[config.mk]
export PLATFORM = sky130hd
export DESIGN_NAME = pc_gen_ras
export DESIGN_NICKNAME = d
export VERILOG_FILES = /design/src/rtl/pc_gen_ras.sv
export SDC_FILE = /design/constraint.sdc
export NUM_CORES = 1
export LEC_CHECK = 0
export ABC_AREA = 1
export CAP_MARGIN = 20
export CORE_ASPECT_RATIO = 1.2
export CORE_MARGIN = 8
export CORE_UTILIZATION = 50
export DETAILED_ROUTE_END_ITERATION = 8
export GPL_TIMING_DRIVEN = 0
export HOLD_SLACK_MARGIN = 0.1
export PLACE_DENSITY = 0.87
export SYNTH_ARGS = -nofsm -noshare
export SYNTH_HDL_FRONTEND = slang
export SYNTH_SLANG_ARGS = --single-unit
[constraint.sdc]
create_clock -name clk -period 4.05 [get_ports clk]
set_clock_uncertainty 0.2 [all_clocks]
set_input_delay 0.81 -clock clk [delete_from_list [all_inputs] [get_ports clk]]
set_output_delay 0.81 -clock clk [all_outputs]
set_load 0.01 [all_outputs]
[src/rtl/pc_gen_ras.sv]
// Fetch PC generator with prioritised EX redirect, trap entry, misaligned-target
// detection and a circular return-address stack for return prediction.
module pc_gen_ras #(
  parameter int unsigned          WIDTH        = 32,
  parameter logic [WIDTH-1:0]     RESET_VECTOR = '0,
  parameter logic [WIDTH-1:0]     TRAP_VECTOR  = WIDTH'(32'h0000_0100),
  parameter int unsigned          RAS_DEPTH    = 4,
  localparam int unsigned         PTR_W        = $clog2(RAS_DEPTH),
  localparam int unsigned         CNT_W        = PTR_W + 1
) (
  input  logic             clk,
  input  logic             rst,
  input  logic             stall,
  input  logic [1:0]       PCSrc,
  input  logic [WIDTH-1:0] PC_ex,
  input  logic [WIDTH-1:0] ImmOp,
  input  logic [WIDTH-1:0] RegIn,
  input  logic             ras_push,
  input  logic             ras_pop,
  output logic [WIDTH-1:0] PC,
  output logic [WIDTH-1:0] PC_plus_4,
  output logic             misaligned,
  output logic [WIDTH-1:0] fault_addr,
  output logic [CNT_W-1:0] ras_count
);

  typedef enum logic [1:0] {
    SRC_NONE = 2'b00,
    SRC_BR   = 2'b01,
    SRC_JALR = 2'b10,
    SRC_TRAP = 2'b11
  } pc_src_e;

  logic [WIDTH-1:0] pc_q, pc_d;
  logic [WIDTH-1:0] fault_addr_q, fault_addr_d;
  logic             misaligned_q, misaligned_d;
  logic [PTR_W-1:0] ptr_q, ptr_d;
  logic [CNT_W-1:0] cnt_q, cnt_d;
  logic [WIDTH-1:0] ras_q [RAS_DEPTH];

  logic [WIDTH-1:0] pc_inc;
  logic [WIDTH-1:0] target;
  logic [PTR_W-1:0] top_idx;
  logic [PTR_W-1:0] wr_idx;
  logic             is_trap, is_redirect, is_fault;
  logic             ras_en, do_push, do_pop;

  assign pc_inc      = pc_q + WIDTH'(4);
  assign is_trap     = (PCSrc == SRC_TRAP);
  assign is_redirect = (PCSrc == SRC_BR) || (PCSrc == SRC_JALR);
  assign target      = (PCSrc == SRC_JALR) ? ((RegIn + ImmOp) & ~WIDTH'(1))
                                           : (PC_ex + ImmOp);
  assign is_fault    = is_redirect && (target[1:0] != 2'b00);

  // Predecode hints belong to the fetched instruction, which a stall or a flush squashes.
  assign ras_en  = !stall && !is_redirect && !is_trap;
  assign do_push = ras_en && ras_push;
  assign do_pop  = ras_en && ras_pop && (cnt_q != '0);
  assign top_idx = ptr_q - PTR_W'(1);
  assign wr_idx  = do_pop ? top_idx : ptr_q;

  always_comb begin
    pc_d         = pc_inc;
    ptr_d        = ptr_q;
    cnt_d        = cnt_q;
    misaligned_d = 1'b0;
    fault_addr_d = fault_addr_q;
    if (is_trap) begin
      pc_d  = TRAP_VECTOR;
      ptr_d = '0;
      cnt_d = '0;
    end else if (is_redirect) begin
      if (is_fault) begin
        pc_d         = TRAP_VECTOR;
        misaligned_d = 1'b1;
        fault_addr_d = target;
      end else begin
        pc_d = target;
      end
    end else if (stall) begin
      pc_d = pc_q;
    end else begin
      if (do_pop) pc_d = ras_q[top_idx];
      // Push together with pop replaces the top in place, so depth is unchanged.
      if (do_push && !do_pop) begin
        ptr_d = ptr_q + PTR_W'(1);
        cnt_d = (cnt_q == CNT_W'(RAS_DEPTH)) ? cnt_q : cnt_q + CNT_W'(1);
      end else if (do_pop && !do_push) begin
        ptr_d = top_idx;
        cnt_d = cnt_q - CNT_W'(1);
      end
    end
  end

  // NOTE: state registers use non-blocking assignments so every flop samples pre-edge values.
  always_ff @(posedge clk) begin
    if (rst) begin
      pc_q         <= RESET_VECTOR;
      ptr_q        <= '0;
      cnt_q        <= '0;
      misaligned_q <= 1'b0;
      fault_addr_q <= '0;
    end else begin
      pc_q         <= pc_d;
      ptr_q        <= ptr_d;
      cnt_q        <= cnt_d;
      misaligned_q <= misaligned_d;
      fault_addr_q <= fault_addr_d;
    end
  end

  // NOTE: the stack storage has no reset; entries are only read when ras_count says they are valid.
  always_ff @(posedge clk) begin
    if (!rst && do_push) ras_q[wr_idx] <= pc_inc;
  end

  assign PC         = pc_q;
  assign PC_plus_4  = pc_inc;
  assign misaligned = misaligned_q;
  assign fault_addr = fault_addr_q;
  assign ras_count  = cnt_q;

endmodule

==> summary.md, run 1 <==
| Metric | Value |
|---|---|
| Status | finished clean |
| Share of layout cells above drive strength 1 | 5.548% |
| Arr. time, crit path | about 3 ns |
| Reg-to-reg setup timing slack | ~0.89 ns |
| Fin area | roughly 17000 um^2 |
| Mapped Area | between 10000 and 15000 um^2 |
| CP top delay family | simple AND/OR/NAND/NOR gates |
| Final setup fails | 0 |
| Final Hold Fails | 0 |
| Hold path depth | 2 |
| Skew-Pair Late Insertion Delay | between 0.4 and 0.5 ns |
| CTS Buffer Depth | 2 |
| Leakage power | roughly 7.8 nW |
| Worst Setup EP | PC_plus_4[24] |
| Part of the power in the clock network | a little under a third |
| R2r endpoint | ras_q[1][14] |
| Placer Congestion | a little over 1 |
| Levels on crit path | 8 |
| Post-synth ARST share | 0% |
| Die X | roughly 170 um |
| WP buf/inv | 1 |
| Top_reg_cell synth | edfxtp_1 |
| Critical Path RT | between 3 and 4 ns |
| PD cells | 328.2 nW/um^2 |
| Synth Instances | 1920 |
| Cells along the critical path | ha_1, nand2_2, nor3_4, nand3_2, nor2_4, nand3_2, xnor2_2, clkdlybuf4s50_1 |
| Internal power | approximately 0.0037 W |
| Io pins | between 200 and 250 |
| Post-DP HPWL | ~40 mm |
| Yosys warning total | 0 |
| Cell mode on critical path | nand3_2 |
| Max-capacitance violation count | 0 |
| Via density | 5.610 |
| WS Path Type | flip-flop to output port |
| Total Wirelength | between 40 and 50 mm |
| Vias | 14040 |
| CP startpoint | PC[3] |
| Final #Nets | ~2300 |
| Min-Delay Path Class | flip-flop to flip-flop |
| DP Worst Slack | -0.4813 ns |
| Drt drc | 0 |
| Core box area | roughly 27000 um^2 |
| Critical path capture point type | output port |
| H-Tree Depth | 4 |
| Synthesized flop and latch total | 198 |
| Register-to-Register Path Depth | 8 |
| Final antenna-violating net count | 0 |
| FILL cells | around 2400 |
| Psw | 0.001835 W |
| Max stage delay cell, worst path | clkdlybuf4s50_1 |
| Setup ws final | approximately 0.10 ns |
| FP Rows | 66 |
| Tcrit/Tclk final | 97.48% |
| Logic pwr share | ~28% |
| Vias in the first global route | around 14000 |
| Peak VDD IR | 0.2869 mV |
| Worst-Margin Slew | between 1 and 1.5 ns |
| Number of flops mapped to enable cells by yosys | between 100 and 150 |
| Seq/Total Area, Yosys | between 30% and 40% |
| Period minus WS final | between 3 and 4 ns |
| DR WL/cell | about 19 um |
| Syn Nets | ~2100 |
| Post-synth top cells | nand2_1 (610), inv_1 (287), nand3_1 (149) |
| Yosys top cell by area | edfxtp_1 |
| Max-slew headroom | 30.21% |
| Max Freq | 253.3 MHz |
| CTS tree | built |
| Most frequent cell after synthesis | nand2_1 |
| Placed inst area | about 16000 um^2 |
| Sequential Power Share | 42.0% |
| Max-slew violations | 0 |
| Global-route wire length before repair | approximately 75 mm |
| Starting Density | around half |
| Initial antenna violation count | 0 |
| Die height | between 150 and 200 um |
| DR pass1 iterations | 6 |
| Top cell type's share of synthesized area | between 20 and 30% |
| GRT overflow | 0 |
| Clock sinks | 198 |
| Final setup TNS | 0 ns |
| Pin count of the biggest net entering global routing | 33 |
| ANT cells | 0 |
| Sw Share | around 33% |
| Count of input and output buffers | slightly above 200 |
| CP Launch Type | flip-flop |
| Initial DRC count | about 1200 |
| Crit-path max cell delay | 0.62 ns |
| RSZ-0062 raised after global routing | false |
| Reg2Reg Launch Point | ptr_q[1] |
| Top post-synthesis cells by area | edfxtp_1 (28%), nand2_1 (17%), dfxtp_1 (10%) |
| DIE AREA | 32840 um^2 |
| Root Buffer | clkbuf_16 |
| Cts bufs inserted | 17 |
| Count of cell types in the netlist | between 40 and 50 |
| Avg Inst Size Synth | just over 7 um^2 |
| Clk pin slew, worst setup/hold paths | 0.07 ns |
| GRT Total Usage | about 29% |
| Area grow syn2layout | 23.43% |
| Critical Path Fanout Max | 6 |
[flip-flops by register name, indices dropped and copies added, names as in the netlist, named ones only]
register and cells:
PC 30, fault_addr 32, misaligned 1, ptr_q 2, ras_count 3, ras_q 128
[layer usage]
layer / track usage [%] / vias up / part of all wire, % / wire, um
met5: 0 / - / 0 / 0
li1: - / 6740 / - / -
met4: 16.24 / 0 / 5.3 / 2593
met3: 3.743 / 170 / 6.4 / 3124
met1: 31.45 / 6471 / 37 / 17870
met2: 54.20 / 661 / 51 / 24980
[cell usage in the layout, fill, tap and decap left out, types with 5 or more instances in the layout]
master | Yosys | final
a22oi_1 | 44 | 44
o211ai_1 | 22 | 22
a31oi_1 | 7 | 7
nor3_1 | 21 | 21
edfxtp_1 | 128 | 128
a21oi_2 | 5 | 5
nand3_1 | 149 | 149
clkbuf_1 | 30 | 30
ha_1 | 65 | 65
nor2_1 | 128 | 123
a21o_1 | 6 | 6
clkinvlp_4 | 0 | 6
nand2_2 | 8 | 9
xnor2_1 | 7 | 6
o21bai_1 | 7 | 7
clkdlybuf4s50_1 | 0 | 202
o21ai_0 | 87 | 87
inv_2 | 8 | 8
buf_2 | 13 | 13
nor3_2 | 7 | 7
nor2_2 | 9 | 9
a21oi_1 | 112 | 112
dfxtp_1 | 70 | 70
nand2_1 | 610 | 609
xor2_1 | 19 | 18
nand4_1 | 12 | 12
nand3b_1 | 6 | 6
clkbuf_16 | 0 | 17
buf_4 | 3 | 10
inv_1 | 287 | 287
nor2_4 | 5 | 10
[how the worst min path moves through the flow]
| stage | endpoint | from | slack (ns) |
|---|---|---|---|
| after floorplan | fault_addr[0] | fault_addr[0] | 0.29 |
| after global placement | fault_addr[0] | fault_addr[0] | 0.27 |
| final | fault_addr[0] | fault_addr[0] | 0.28 |
| after CTS | fault_addr[0] | fault_addr[0] | 0.28 |
| after detailed placement | fault_addr[0] | fault_addr[0] | 0.27 |
| after global routing | fault_addr[0] | fault_addr[0] | 0.31 |
[logic make-up after synthesis]
| family | Yosys count | synth area share (%) |
|---|---|---|
| and+or+nand+nor | 976 | 30.34 |
| adders and majority gates | 68 | 6.404 |
| xor gates and xnor gates | 29 | 2.028 |
| DFF | 198 | 38.46 |
| muxes | 1 | 0.07340 |
| buffers and inverters | 345 | 9.697 |
| AOI/OAI and AO/OA | 303 | 13.00 |
[power by group through the flow]
stage	registers [W]	clock network, W	logic, W
floorplan	0.00236	0	0.000839
global placement	0.00236	0	0.00148
detailed placement	0.00236	0	0.00151
CTS	0.00232	0.00166	0.00151
global route	0.00233	0.00175	0.00168
finish	0.00232	0.00167	0.00154
[final cells by class]
cell class	instances	area, um^2	area share [%]
buffer	50	215.2	1.278
sequential	198	5245	31.16
multi-input combinational	1377	7126	42.33
inverter	295	1107	6.578
timing repair buffer	212	2150	12.77
clock buffer	17	425.4	2.527
tap	340	425.4	2.527
clock inverter	14	140.1	0.8325
[per-stage QoR]
step,total power [W],hold WS [ns],utilization [%],instances
finish,0.005526,0.2837,62.34,2503
global placement,0.003839,0.2721,59.57,2462
global route,0.005756,0.3141,62.34,2503
detailed placement,0.003869,0.2709,59.96,2465
CTS,0.005490,0.2822,62.06,2496
floorplan,0.003201,0.2857,-,1920
[worst min-delay path: cells and delay by family (launching register included)]
family          cells  cell delay, ns
simple gates        1            0.06
flops               1            0.33
compound gates      1            0.05
[repair_timing]
item | 4_1_cts | 5_1_grt
resized for setup | 1 | 4
endpoints found under the setup margin | 30 | 54
pin swaps | 0 | 1
setup buffers | 0 | 7
hold buffers | 0 | 0
cloned | 0 | 0
Note: power is estimated with default switching activity, not from simulation.
==> run 2: changes to the inputs <==
--- a/config.mk
+++ b/config.mk
@@ -6,6 +6,7 @@
 export NUM_CORES = 1
 export LEC_CHECK = 0
 export ABC_AREA = 1
+export ABC_CLOCK_PERIOD_IN_PS = 4050
 export CAP_MARGIN = 20
 export CORE_ASPECT_RATIO = 1.2
 export CORE_MARGIN = 8
==> results of run 2 <==
Final layout, timing and power as in run 1 (identical DEF).
==> run 3: changes to the inputs <==
--- a/config.mk
+++ b/config.mk
@@ -12,9 +12,11 @@
 export CORE_MARGIN = 8
 export CORE_UTILIZATION = 50
 export DETAILED_ROUTE_END_ITERATION = 8
+export GPL_ROUTABILITY_DRIVEN = 0
 export GPL_TIMING_DRIVEN = 0
 export HOLD_SLACK_MARGIN = 0.1
 export PLACE_DENSITY = 0.87
+export SETUP_SLACK_MARGIN = 0.2
 export SYNTH_ARGS = -nofsm -noshare
 export SYNTH_HDL_FRONTEND = slang
 export SYNTH_SLANG_ARGS = --single-unit
==> summary.md, run 3 (synthesized netlist as in run 1, its figures left out) <==
| Metric | Value |
|---|---|
| Final antenna-violating net count | 0 |
| Register-to-Register Path Depth | 9 |
| Max stage delay cell, worst path | dfxtp_1 |
| Core box area | approximately 27000 um^2 |
| Arr. time, crit path | between 2 and 3 ns |
| Max-slew violations | 0 |
| Worst Setup EP | PC_plus_4[14] |
| Final Hold Fails | 0 |
| Root Buffer | clkbuf_16 |
| Vias in the first global route | ~14000 |
| Commonest non-fill, non-tap cell in the layout | nand2_1 |
| FP Rows | between 60 and 70 |
| Starting Density | approximately 50% |
| Peak VDD IR | 0.2432 mV |
| Count of input and output buffers | 202 |
| Vias | 14730 |
| Post-DP HPWL | 37.13 mm |
| GRT overflow | 0 |
| Min-Delay Path Class | flip-flop to flip-flop |
| DR pass1 iterations | 9 |
| Clk pin slew, worst setup/hold paths | around 0.070 ns |
| Met2 Resource Use GR | 49.31% |
| Setup ws final | 0.1442 ns |
| Crit-path max cell delay | between 0.5 and 0.6 ns |
| GRT Total Usage | about 28% |
| Max reg flops | between 100 and 150 |
| Max-capacitance violation count | 0 |
| GRT met3 Usage | under 10% |
| ANT cells | 0 |
| Die height | 196.9 um |
| CTS Buffer Depth | 2 |
| Reg2Reg Launch Point | ptr_q[1] |
| DP Worst Slack | -0.3691 ns |
| Pin count of the biggest net entering global routing | 24 |
| Worst-Margin Slew | ~0.73 ns |
| R2r endpoint | ras_q[1][21] |
| Failing checks | DRC |
| Reg-to-reg setup timing slack | about 0.96 ns |
| Max-slew headroom | 51.34% |
| DR WL/cell | ~19 um |
| Io pins | about 200 |
| Cells along the critical path | nand2_1, nor3_2, nand2_1, nor3_2, xor2_1, inv_1, clkdlybuf4s50_1 |
| Final #Nets | roughly 2300 |
| Critical Path Fanout Max | 5 |
| Final setup fails | 0 |
| Critical path capture point type | output port |
| Initial antenna violation count | 0 |
| GRT busiest layer | met2 |
| Period minus WS final | roughly 3.9 ns |
| Most frequent cells in the layout | nand2_1 (610), inv_1 (287), clkdlybuf4s50_1 (202) |
| Clock sinks | about 200 |
| Die X | between 150 and 200 um |
| Max Freq | 256.0 MHz |
| Initial DRC count | approximately 2200 |
| Via density | around 6 |
| Share of layout cells above drive strength 1 | under 10% |
| PD cells | 326.0 nW/um^2 |
| RSZ-0062 raised after global routing | true |
| H-Tree Depth | 4 |
| Global-route wire length before repair | ~74 mm |
| Cts bufs inserted | 17 |
| CP startpoint | PC[12] |
| Critical Path RT | 3.04 ns |
| Leakage power | between 7 and 8 nW |
| Area grow syn2layout | 24.28% |
| CP Launch Type | flip-flop |
| Skew-Pair Late Insertion Delay | 0.43 ns |
| Total Wirelength | 47.64 mm |
| Drt drc | 1 |
| Largest reg by FF count | ras_q |
| Tcrit/Tclk final | a little over nine tenths |
| Status | finished with violations |
| Tot Pwr | approximately 0.0055 W |
| DIE AREA | roughly 33000 um^2 |
| WS Path Type | flip-flop to output port |
| CTS tree | built |
| Met1 Usage GRT | a little under a third |
run 3: where the power goes:
group	internal, W	switching (W)	leakage [nW]
Clock	0.000913	0.000745	0.272
Sequential	0.00223	0.0000930	1.81
Combinational	0.000600	0.000942	5.72
Total	0.00375	0.00178	7.81
run 3: area by class of cell:
class	instances	area (um^2)
clock buffers	21	440.4
repair buffers	210	2175
flip-flops and latches	198	5248
clock inverters	11	122.6
well taps	340	425.4
fillers	2173	10050
multi-input cells	1377	7216
plain buffers	50	215.2
inverters	295	1107
run 3: stage by stage:
step           cells  hold slack (ns)  TNS, ns  utilization, %  area, um^2
4_1_cts         2501           0.2891        0           62.33       16830
3_5_place_dp    2466           0.2781   -26.48           60.09       16230
2_1_floorplan   1920           0.2857        0               -       13640
5_1_grt         2502           0.3246        0           62.77       16950
6_report        2502           0.2844        0           62.77       16950
3_3_place_gp    2462           0.2716  -210.96           59.57       16090
run 3: worst min-delay path by stage:
stage | start | end | slack, ns | depth (start not counted)
after detailed placement | fault_addr[0] | fault_addr[0] | 0.28 | 2
after floorplan | fault_addr[0] | fault_addr[0] | 0.29 | 2
after CTS | fault_addr[0] | fault_addr[0] | 0.29 | 2
after global placement | fault_addr[0] | fault_addr[0] | 0.27 | 2
final | fault_addr[0] | fault_addr[0] | 0.28 | 2
after global routing | fault_addr[0] | fault_addr[0] | 0.32 | 2
run 3: metal layers:
metal / wire, um / vias up
met5: 0 / -
met3: 4926 / 271
met1: 16300 / 6626
met4: 3222 / 0
li1: - / 6732
met2: 23190 / 1101
run 3: critical path, delay by kind of cell, from the launching register on:
family / cells / cell delay [ns]
and+or+nand+nor: 4 / 0.90
xor gates and xnor gates: 1 / 0.31
buffers and inverters: 2 / 0.68
DFF: 1 / 0.57
run 3: timing repair:
action	in CTS	in global routing
hold buffers	0	0
resized for setup	2	18
endpoints found under the setup margin	44	61
setup buffers	3	1
pin swaps	2	0
